### src/rtl/reg_pkg.sv
// Shared types and next-value function for the register bank.
// reg_next works on a RegMaxWidth-bit word; callers zero-extend operands and truncate the
// result back to WIDTH, which keeps INC/DEC modulo 2^WIDTH for any WIDTH <= RegMaxWidth.
package reg_pkg;

  typedef enum logic [2:0] {
    REG_OP_NONE  = 3'd0,
    REG_OP_LOAD  = 3'd1,
    REG_OP_INC   = 3'd2,
    REG_OP_DEC   = 3'd3,
    REG_OP_CLEAR = 3'd4
  } reg_op_t;

  localparam int unsigned RegMaxWidth = 64;

  typedef logic [RegMaxWidth-1:0] reg_word_t;

  function automatic reg_word_t reg_next(reg_op_t op, reg_word_t cur, reg_word_t bus_in);
    reg_word_t res;
    case (op)
      REG_OP_LOAD:  res = bus_in;
      REG_OP_INC:   res = cur + reg_word_t'(1);
      REG_OP_DEC:   res = cur - reg_word_t'(1);
      REG_OP_CLEAR: res = '0;
      default:      res = cur;
    endcase
    return res;
  endfunction

endpackage

### src/rtl/register_bank_ctx_if.sv
// Decoder/ALU-side port bundle of the register bank with its context-stack status.
// master drives op/address/save/restore, slave is the bank.
interface register_bank_ctx_if #(
  parameter int unsigned WIDTH     = 8,
  parameter int unsigned NREGS     = 4,
  parameter int unsigned CTX_DEPTH = 2
);
  localparam int unsigned AW = (NREGS > 1) ? $clog2(NREGS) : 1;
  localparam int unsigned LW = $clog2(CTX_DEPTH + 1);

  logic [AW-1:0]     addr_w;
  reg_pkg::reg_op_t  op;
  logic [WIDTH-1:0]  bus_in;
  logic [AW-1:0]     addr_a;
  logic [WIDTH-1:0]  rd_a;
  logic [AW-1:0]     addr_b;
  logic [WIDTH-1:0]  rd_b;
  logic              save;
  logic              restore;
  logic [LW-1:0]     ctx_level;
  logic              ctx_full;
  logic              ctx_empty;
  logic              ctx_err;

  modport master (
    output addr_w, op, bus_in, addr_a, addr_b, save, restore,
    input  rd_a, rd_b, ctx_level, ctx_full, ctx_empty, ctx_err
  );

  modport slave (
    input  addr_w, op, bus_in, addr_a, addr_b, save, restore,
    output rd_a, rd_b, ctx_level, ctx_full, ctx_empty, ctx_err
  );

endinterface

### src/rtl/reg_ctx_stack.sv
// Context stack: CTX_DEPTH snapshots of the whole bank, occupancy counter, full/empty and a
// registered one-cycle error pulse for illegal save/restore requests.
module reg_ctx_stack #(
  parameter int unsigned WIDTH     = 8,
  parameter int unsigned NREGS     = 4,
  parameter int unsigned CTX_DEPTH = 2
) (
  input  logic                          clk_i,
  input  logic                          rst_ni,
  input  logic                          save_i,
  input  logic                          restore_i,
  input  logic [NREGS*WIDTH-1:0]        snap_i,
  output logic [NREGS*WIDTH-1:0]        snap_o,
  output logic                          pop_ok_o,
  output logic [$clog2(CTX_DEPTH+1)-1:0] level_o,
  output logic                          full_o,
  output logic                          empty_o,
  output logic                          err_o
);
  localparam int unsigned SnapW = NREGS * WIDTH;
  localparam int unsigned LW    = $clog2(CTX_DEPTH + 1);

  logic [SnapW-1:0] slot_q [CTX_DEPTH];
  logic [LW-1:0]    level_q, level_d;
  logic             err_q, err_d;
  logic             full, empty, push_ok, pop_ok;

  // Legality of the request and next occupancy; illegal requests leave the stack untouched.
  always_comb begin
    full    = (level_q == LW'(CTX_DEPTH));
    empty   = (level_q == '0);
    push_ok = save_i & ~restore_i & ~full;
    pop_ok  = restore_i & ~save_i & ~empty;
    err_d   = (save_i & restore_i) | (save_i & full) | (restore_i & empty);
    level_d = level_q;
    if (push_ok) begin
      level_d = level_q + LW'(1);
    end else if (pop_ok) begin
      level_d = level_q - LW'(1);
    end
  end

  // Occupancy and error pulse; reset discards every stacked context.
  always_ff @(posedge clk_i or negedge rst_ni) begin
    if (!rst_ni) begin
      level_q <= '0;
      err_q   <= 1'b0;
    end else begin
      level_q <= level_d;
      err_q   <= err_d;
    end
  end

  // Slot storage needs no reset: a slot is only read after it has been pushed.
  always_ff @(posedge clk_i) begin
    for (int unsigned i = 0; i < CTX_DEPTH; i++) begin
      if (push_ok && level_q == LW'(i)) begin
        slot_q[i] <= snap_i;
      end
    end
  end

  // Top-of-stack read (slot level-1) for the bank's restore mux.
  always_comb begin
    snap_o = '0;
    for (int unsigned i = 0; i < CTX_DEPTH; i++) begin
      if (level_q == LW'(i + 1)) begin
        snap_o = slot_q[i];
      end
    end
  end

  assign pop_ok_o = pop_ok;
  assign level_o  = level_q;
  assign full_o   = full;
  assign empty_o  = empty;
  assign err_o    = err_q;

endmodule

### src/rtl/register_bank_ctx.sv
// Register bank: NREGS x WIDTH live registers, one op/write port, two combinational read ports
// and a CTX_DEPTH-deep snapshot stack. A legal restore overrides any same-cycle op.
// Optional feature: define REG_BANK_BYPASS_EN for write-through forwarding on the read ports.
module register_bank_ctx
  import reg_pkg::*;
#(
  parameter int unsigned WIDTH     = 8,
  parameter int unsigned NREGS     = 4,
  parameter int unsigned CTX_DEPTH = 2
) (
  input logic                clk,
  input logic                rst_n,
  register_bank_ctx_if.slave bus
);
  localparam int unsigned AW    = (NREGS > 1) ? $clog2(NREGS) : 1;
  localparam int unsigned SnapW = NREGS * WIDTH;

  logic [WIDTH-1:0] regs_q [NREGS];
  logic [WIDTH-1:0] regs_d [NREGS];
  logic [SnapW-1:0] snap, snap_rd;
  logic [WIDTH-1:0] cur_w, wr_val;
  logic             pop_ok;
`ifdef REG_BANK_BYPASS_EN
  logic             wr_hit;
`endif

  // Flatten the bank for the stack and compute the op result for the addressed register.
  always_comb begin
    snap  = '0;
    cur_w = '0;
`ifdef REG_BANK_BYPASS_EN
    wr_hit = 1'b0;
`endif
    for (int unsigned i = 0; i < NREGS; i++) begin
      snap[i*WIDTH +: WIDTH] = regs_q[i];
      if (bus.addr_w == AW'(i)) begin
        cur_w = regs_q[i];
`ifdef REG_BANK_BYPASS_EN
        wr_hit = 1'b1;
`endif
      end
    end
    wr_val = WIDTH'(reg_next(bus.op, reg_word_t'(cur_w), reg_word_t'(bus.bus_in)));
  end

  // Next bank state: restore data wins, otherwise apply the op to an in-range addr_w.
  always_comb begin
    for (int unsigned i = 0; i < NREGS; i++) begin
      regs_d[i] = regs_q[i];
      if (pop_ok) begin
        regs_d[i] = snap_rd[i*WIDTH +: WIDTH];
      end else if (bus.op != REG_OP_NONE && bus.addr_w == AW'(i)) begin
        regs_d[i] = wr_val;
      end
    end
  end

  // Live registers.
  always_ff @(posedge clk or negedge rst_n) begin
    if (!rst_n) begin
      for (int unsigned i = 0; i < NREGS; i++) begin
        regs_q[i] <= '0;
      end
    end else begin
      regs_q <= regs_d;
    end
  end

  // Read ports; out-of-range addresses read as zero.
  always_comb begin
    bus.rd_a = '0;
    bus.rd_b = '0;
    for (int unsigned i = 0; i < NREGS; i++) begin
      if (bus.addr_a == AW'(i)) bus.rd_a = regs_q[i];
      if (bus.addr_b == AW'(i)) bus.rd_b = regs_q[i];
    end
`ifdef REG_BANK_BYPASS_EN
    if (bus.op != REG_OP_NONE && !bus.restore && wr_hit) begin
      if (bus.addr_a == bus.addr_w) bus.rd_a = wr_val;
      if (bus.addr_b == bus.addr_w) bus.rd_b = wr_val;
    end
`endif
  end

  reg_ctx_stack #(
    .WIDTH     (WIDTH),
    .NREGS     (NREGS),
    .CTX_DEPTH (CTX_DEPTH)
  ) u_stack (
    .clk_i     (clk),
    .rst_ni    (rst_n),
    .save_i    (bus.save),
    .restore_i (bus.restore),
    .snap_i    (snap),
    .snap_o    (snap_rd),
    .pop_ok_o  (pop_ok),
    .level_o   (bus.ctx_level),
    .full_o    (bus.ctx_full),
    .empty_o   (bus.ctx_empty),
    .err_o     (bus.ctx_err)
  );

endmodule
### src/flat_wrapper.sv
// flat-port wrapper written by rule: the top's interface ports become plain ports
module register_bank_ctx_flat import reg_pkg::*;
#(
  parameter int unsigned WIDTH     = 8,
  parameter int unsigned NREGS     = 4,
  parameter int unsigned CTX_DEPTH = 2
)
  (clk, rst_n, bus_addr_w, bus_op, bus_bus_in, bus_addr_a, bus_addr_b, bus_save, bus_restore, bus_rd_a, bus_rd_b, bus_ctx_level, bus_ctx_full, bus_ctx_empty, bus_ctx_err);
  register_bank_ctx_if #(.WIDTH(WIDTH), .NREGS(NREGS), .CTX_DEPTH(CTX_DEPTH)) bus_i ();
  input logic clk;
  input logic rst_n;
  input wire logic [$bits(bus_i.addr_w)-1:0] bus_addr_w;
  input wire logic [$bits(bus_i.op)-1:0] bus_op;
  input wire logic [$bits(bus_i.bus_in)-1:0] bus_bus_in;
  input wire logic [$bits(bus_i.addr_a)-1:0] bus_addr_a;
  input wire logic [$bits(bus_i.addr_b)-1:0] bus_addr_b;
  input wire logic [$bits(bus_i.save)-1:0] bus_save;
  input wire logic [$bits(bus_i.restore)-1:0] bus_restore;
  output wire logic [$bits(bus_i.rd_a)-1:0] bus_rd_a;
  output wire logic [$bits(bus_i.rd_b)-1:0] bus_rd_b;
  output wire logic [$bits(bus_i.ctx_level)-1:0] bus_ctx_level;
  output wire logic [$bits(bus_i.ctx_full)-1:0] bus_ctx_full;
  output wire logic [$bits(bus_i.ctx_empty)-1:0] bus_ctx_empty;
  output wire logic [$bits(bus_i.ctx_err)-1:0] bus_ctx_err;
  assign bus_i.addr_w = bus_addr_w;
  assign bus_i.op = bus_op;
  assign bus_i.bus_in = bus_bus_in;
  assign bus_i.addr_a = bus_addr_a;
  assign bus_i.addr_b = bus_addr_b;
  assign bus_i.save = bus_save;
  assign bus_i.restore = bus_restore;
  assign bus_rd_a = bus_i.rd_a;
  assign bus_rd_b = bus_i.rd_b;
  assign bus_ctx_level = bus_i.ctx_level;
  assign bus_ctx_full = bus_i.ctx_full;
  assign bus_ctx_empty = bus_i.ctx_empty;
  assign bus_ctx_err = bus_i.ctx_err;
  register_bank_ctx #(.WIDTH(WIDTH), .NREGS(NREGS), .CTX_DEPTH(CTX_DEPTH)) u_core (.clk(clk), .rst_n(rst_n), .bus(bus_i));
endmodule
### config.mk
export PLATFORM = sky130hd
export DESIGN_NAME = register_bank_ctx_flat
export DESIGN_NICKNAME = d
export VERILOG_FILES = /design/src/rtl/reg_pkg.sv /design/src/rtl/register_bank_ctx_if.sv /design/src/rtl/reg_ctx_stack.sv /design/src/rtl/register_bank_ctx.sv /design/src/flat_wrapper.sv
export SDC_FILE = /design/constraint.sdc
export NUM_CORES = 1
export LEC_CHECK = 0
export CAP_MARGIN = 5
export CORE_MARGIN = 4
export CORE_UTILIZATION = 30
export DETAILED_ROUTE_END_ITERATION = 8
export GPL_ROUTABILITY_DRIVEN = 1
export PLACE_DENSITY = 0.53
export SYNTH_ARGS = -nofsm -noshare
export SYNTH_HDL_FRONTEND = slang
export SYNTH_SLANG_ARGS = --single-unit
### constraint.sdc
create_clock -name clk -period 2.5 [get_ports clk]
set_clock_uncertainty 0.2 [all_clocks]
set_input_delay 0.25 -clock clk [delete_from_list [all_inputs] [get_ports clk]]
set_output_delay 0.25 -clock clk [all_outputs]
set_load 0.005 [all_outputs]
==> flow_results.xml <==
<?xml version="1.0" encoding="UTF-8"?>
<metrics>
  <group name="pwr">
    <metric name="power.ir.vdd_worst" unit="V">0.000438</metric>
    <metric name="seq_power_share" unit="%">34.4</metric>
    <metric name="power.switching" unit="mW">2.53</metric>
    <metric name="fin_total_pwr" unit="mW">7.51</metric>
    <metric name="pwr-share-clk" unit="%">18.4</metric>
    <metric name="switching_share" unit="%">33.8</metric>
    <metric name="power_per_cell_area" unit="nW/um^2">1100</metric>
    <metric name="power_frac_comb" unit="%">47.2</metric>
    <metric name="power_report.internal_total" unit="mW">4.97</metric>
    <metric name="cellLeakagePower" unit="nW">2.60</metric>
  </group>
  <group name="setup_path">
    <metric name="cp-end-kind" unit="">register</metric>
    <metric name="timing_worst_setup_path_type" unit="">reg -&gt; reg</metric>
    <metric name="crit_buf_inv" unit="">1</metric>
    <metric name="worstPathRequired" unit="ps">2520</metric>
    <metric name="critical_path.max_fanout" unit="">4</metric>
    <metric name="worstPathCellList" unit="">mux4_2, fa_2, a21o_1, a21oi_2, buf_4, nor3_1, o32a_1, a22oi_1, a21oi_1</metric>
    <metric name="timing.critical_path.max_delay_family" unit="">compound AO/OA/AOI/OAI gates</metric>
    <metric name="rr_worst_depth" unit="">9</metric>
    <metric name="critical-path-slowest-cell" unit="">sky130_fd_sc_hd__mux4_2</metric>
    <metric name="critical_path_depth" unit="">9</metric>
    <metric name="critPathLaunchType" unit="">register</metric>
    <metric name="critPathArrivalTime" unit="ps">2800</metric>
    <metric name="flop2flop_setup_slack" unit="ps">-280</metric>
    <metric name="max_incr_delay_on_cp" unit="ps">520</metric>
  </group>
  <group name="floorplan">
    <metric name="die_w" unit="um">137</metric>
    <metric name="die_h" unit="um">137</metric>
    <metric name="die-area" unit="um^2">18800</metric>
    <metric name="start_util" unit="%">31.1</metric>
    <metric name="floorplan.core_area" unit="um^2">16100</metric>
    <metric name="floorplan.rows" unit="">46</metric>
    <metric name="io-pin-count" unit="">42</metric>
  </group>
  <group name="sta">
    <metric name="max_freq" unit="MHz">359</metric>
    <metric name="slew-limit-headroom" unit="%">38.5</metric>
    <metric name="postLayoutSetupSlackWorst" unit="ps">-285</metric>
    <metric name="worst_margin_slew" unit="ps">923</metric>
    <metric name="finalWorstPathRequiredPeriod" unit="ps">2780</metric>
    <metric name="timing_max_transition_violations_final" unit="">0</metric>
    <metric name="grt_setup_unrepaired" unit="">yes</metric>
    <metric name="hold_viol" unit="">0</metric>
    <metric name="timing.final.setup_violations" unit="">20</metric>
    <metric name="share_of_the_clock_period_used_by_the_worst_path" unit="%">111</metric>
  </group>
  <group name="routing">
    <metric name="via_count" unit="">3927</metric>
    <metric name="wire_per_inst" unit="um">20.3</metric>
    <metric name="antenna_violating_nets_post_route" unit="">0</metric>
    <metric name="drt_first_iter_violations" unit="">263</metric>
    <metric name="remaining_drc_errors" unit="">0</metric>
    <metric name="post_drt_via_cell_ratio" unit="">5.39</metric>
    <metric name="drt_pass1_iterations" unit="">4</metric>
    <metric name="totalWireLength" unit="um">14800</metric>
  </group>
  <group name="hold_path">
    <metric name="hold_path.class" unit="">reg -&gt; reg</metric>
    <metric name="worst_hold_path.num_cells" unit="">2</metric>
  </group>
  <group name="logic_synthesis">
    <metric name="synthesis.instances" unit="">397</metric>
    <metric name="yosys-top-cells-area" unit="">sky130_fd_sc_hd__edfxtp_1 (38%), sky130_fd_sc_hd__dfrtp_1 (17%), sky130_fd_sc_hd__mux4_2 (11%)</metric>
    <metric name="synth_seq_area_share" unit="%">55.8</metric>
    <metric name="synth_top_cell_area_share" unit="%">38.4</metric>
    <metric name="synth.cell_area" unit="um^2">5010</metric>
    <metric name="number_of_synthesized_flops_with_an_enable_pin" unit="">64</metric>
    <metric name="ys.flop_type" unit="">sky130_fd_sc_hd__edfxtp_1</metric>
    <metric name="synth.ff_latch_count" unit="">99</metric>
    <metric name="synth_commonest_cells" unit="">sky130_fd_sc_hd__edfxtp_1 (64), sky130_fd_sc_hd__dfrtp_1 (35), sky130_fd_sc_hd__a21oi_1 (34), sky130_fd_sc_hd__nand2_1 (26), sky130_fd_sc_hd__clkbuf_1 (25)</metric>
    <metric name="yosysTopAreaCell" unit="">sky130_fd_sc_hd__edfxtp_1</metric>
    <metric name="ys_types" unit="">48</metric>
    <metric name="yosys.cell_count.top_type" unit="">sky130_fd_sc_hd__edfxtp_1</metric>
    <metric name="synthesis.area_per_instance" unit="um^2">12.6</metric>
    <metric name="async_flop_share" unit="%">35.4</metric>
    <metric name="ys.warnings.count" unit="">0</metric>
    <metric name="synth.net_count" unit="">428</metric>
  </group>
  <group name="clock_tree">
    <metric name="clk_path_buf_depth" unit="">2</metric>
    <metric name="clk_pin_slew_worst_paths" unit="ps">70</metric>
    <metric name="cts_made_buffers" unit="">9</metric>
    <metric name="insertion_delay" unit="ps">340</metric>
    <metric name="tritoncts" unit="">done</metric>
    <metric name="cts.htree.levels" unit="">3</metric>
    <metric name="tritoncts_num_sinks" unit="">99</metric>
    <metric name="clock-root-buffer" unit="">sky130_fd_sc_hd__clkbuf_16</metric>
  </group>
  <group name="placed_design">
    <metric name="gp_routability_congestion" unit="">0.850</metric>
    <metric name="port_buffers" unit="">41</metric>
    <metric name="hpwlAfterDp" unit="um">10000</metric>
    <metric name="place_area" unit="um^2">6220</metric>
  </group>
  <group name="run_status">
    <metric name="failed_checks" unit="">setup timing</metric>
    <metric name="outcome" unit="">complete, but fails checks</metric>
  </group>
  <group name="global_route">
    <metric name="groute.usage.overall" unit="%">16.2</metric>
    <metric name="antenna_found_initial" unit="">0</metric>
    <metric name="maximum_number_of_pins_on_one_net_before_global_route_repair" unit="">36</metric>
    <metric name="first_global_vias" unit="">4115</metric>
    <metric name="grt.overflow.total" unit="">0</metric>
    <metric name="grt_first_pass_wirelength" unit="um">23300</metric>
  </group>
  <group name="final_layout">
    <metric name="syn2layout_area_growth" unit="%">35.9</metric>
    <metric name="fraction_of_layout_instances_using_a_drive_strength_above_1" unit="%">32.0</metric>
    <metric name="final_area" unit="um^2">6810</metric>
    <metric name="antenna-diode-count" unit="">0</metric>
    <metric name="finish.net_count" unit="">538</metric>
  </group>
  <group name="flow_run">
    <metric name="max_cap_viols" unit="">0</metric>
  </group>
</metrics>
[placed cells by master, fill, tap and decap left out, types with 2 or more instances in the layout]
master / count
sky130_fd_sc_hd__ha_4: 5
sky130_fd_sc_hd__o31ai_2: 2
sky130_fd_sc_hd__dfrtp_1: 35
sky130_fd_sc_hd__buf_12: 5
sky130_fd_sc_hd__buf_6: 4
sky130_fd_sc_hd__a21oi_1: 31
sky130_fd_sc_hd__nand2b_1: 2
sky130_fd_sc_hd__nand2_1: 24
sky130_fd_sc_hd__a31oi_4: 2
sky130_fd_sc_hd__clkdlybuf4s50_1: 39
sky130_fd_sc_hd__nor2b_1: 2
sky130_fd_sc_hd__xnor2_1: 2
sky130_fd_sc_hd__o21a_1: 3
sky130_fd_sc_hd__and2_2: 3
sky130_fd_sc_hd__clkbuf_16: 9
sky130_fd_sc_hd__mux2_2: 3
sky130_fd_sc_hd__mux2i_1: 5
sky130_fd_sc_hd__buf_4: 79
sky130_fd_sc_hd__inv_1: 6
sky130_fd_sc_hd__nor3_1: 13
sky130_fd_sc_hd__and3_1: 3
sky130_fd_sc_hd__mux4_2: 24
sky130_fd_sc_hd__nand3_1: 9
sky130_fd_sc_hd__o21ai_0: 13
sky130_fd_sc_hd__or3_1: 3
sky130_fd_sc_hd__a21o_1: 6
sky130_fd_sc_hd__o31ai_4: 2
sky130_fd_sc_hd__a21oi_2: 3
sky130_fd_sc_hd__a31oi_1: 7
sky130_fd_sc_hd__clkinv_2: 4
sky130_fd_sc_hd__o22ai_1: 2
sky130_fd_sc_hd__edfxtp_1: 64
sky130_fd_sc_hd__a221oi_1: 19
sky130_fd_sc_hd__a22oi_1: 15
sky130_fd_sc_hd__o221ai_1: 5
sky130_fd_sc_hd__ha_1: 4
sky130_fd_sc_hd__nor2_1: 22
[per-stage QoR]
step | worst slack, ps | std cells | hold slack, ps | TNS (ps) | utilization [%]
floorplan | -215 | 397 | -246 | -1530 | -
global placement | -767 | 696 | 220 | -18510 | 38.6
detailed placement | -891 | 696 | 225 | -19950 | 38.6
CTS | -194 | 721 | 350 | -2720 | 41.4
global route | -351 | 728 | 385 | -5580 | 42.2
finish | -285 | 728 | 345 | -2990 | 42.2
[what timing repair did]
action	4_1_cts	5_1_grt
buffers inserted	8	7
endpoints found under the setup margin	28	32
pin swaps	25	17
cloned	0	0
gates resized for setup	16	16
hold buffers	1	0
endpoints found under the hold margin	35	0
[layout make-up]
| type | count | area (um^2) |
|---|---|---|
| Timing Repair Buffer | 130 | 1150 |
| Tap cell | 216 | 270 |
| Multi-Input combinational cell | 261 | 2270 |
| Fill cell | 1511 | 9310 |
| Clock buffer | 9 | 225 |
| Clock inverter | 7 | 67.6 |
| Inverter | 6 | 22.5 |
| Sequential cell | 99 | 2800 |
[sequential cells by signal, indices dropped and copies added, names as in the netlist]
name / cells
u_core.u_stack.err_o: 1
u_core.regs_q: 32
u_core.u_stack.level_o: 2
u_core.u_stack.slot_q: 64
[logic make-up after synthesis]
logic type	count (synthesis)	synth area share, %
flops	99	55.8
xor+xnor	4	0.699
buf+inv	37	2.95
mux	33	12.7
compound gates	123	16.8
simple gates	91	8.39
fa+ha+maj	10	2.65
[routing by layer]
layer | global-route usage, % | share of wire [%]
met1 | 22.4 | 47
met2 | 26.9 | 48
met3 | 2.26 | 3.2
met4 | 4.32 | 1.6
met5 | 0 | 0
[worst register-to-register path: stages, from the launching register on]
cell,delay [ps]
sky130_fd_sc_hd__dfrtp_1,400
sky130_fd_sc_hd__mux4_2,520
sky130_fd_sc_hd__fa_2,360
sky130_fd_sc_hd__a21o_1,180
sky130_fd_sc_hd__a21oi_2,160
sky130_fd_sc_hd__buf_4,140
sky130_fd_sc_hd__nor3_1,40
sky130_fd_sc_hd__o32a_1,390
sky130_fd_sc_hd__a22oi_1,180
sky130_fd_sc_hd__a21oi_1,90
[power by group through the flow]
stage / Clock (mW) / Combinational, mW / Sequential, mW
2_1_floorplan: 0 / 1.58 / 2.65
3_3_place_gp: 0 / 3.14 / 2.60
3_5_place_dp: 0 / 3.21 / 2.61
4_1_cts: 1.40 / 3.42 / 2.58
6_report: 1.38 / 3.54 / 2.58
5_1_grt: 1.48 / 3.84 / 2.63
[final timing paths]
path	start	end
setup / recovery	u_core.regs_q[1]	u_core.regs_q[22]
hold / removal	u_core.u_stack.slot_q[0][62]	u_core.regs_q[6]
hold reg to reg	u_core.u_stack.slot_q[0][62]	u_core.regs_q[6]
max in group asynchronous	rst_n	u_core.regs_q[23]
setup reg to reg	u_core.regs_q[1]	u_core.regs_q[22]
min in group asynchronous	rst_n	u_core.regs_q[2]
(Power assumes the default switching activity.)
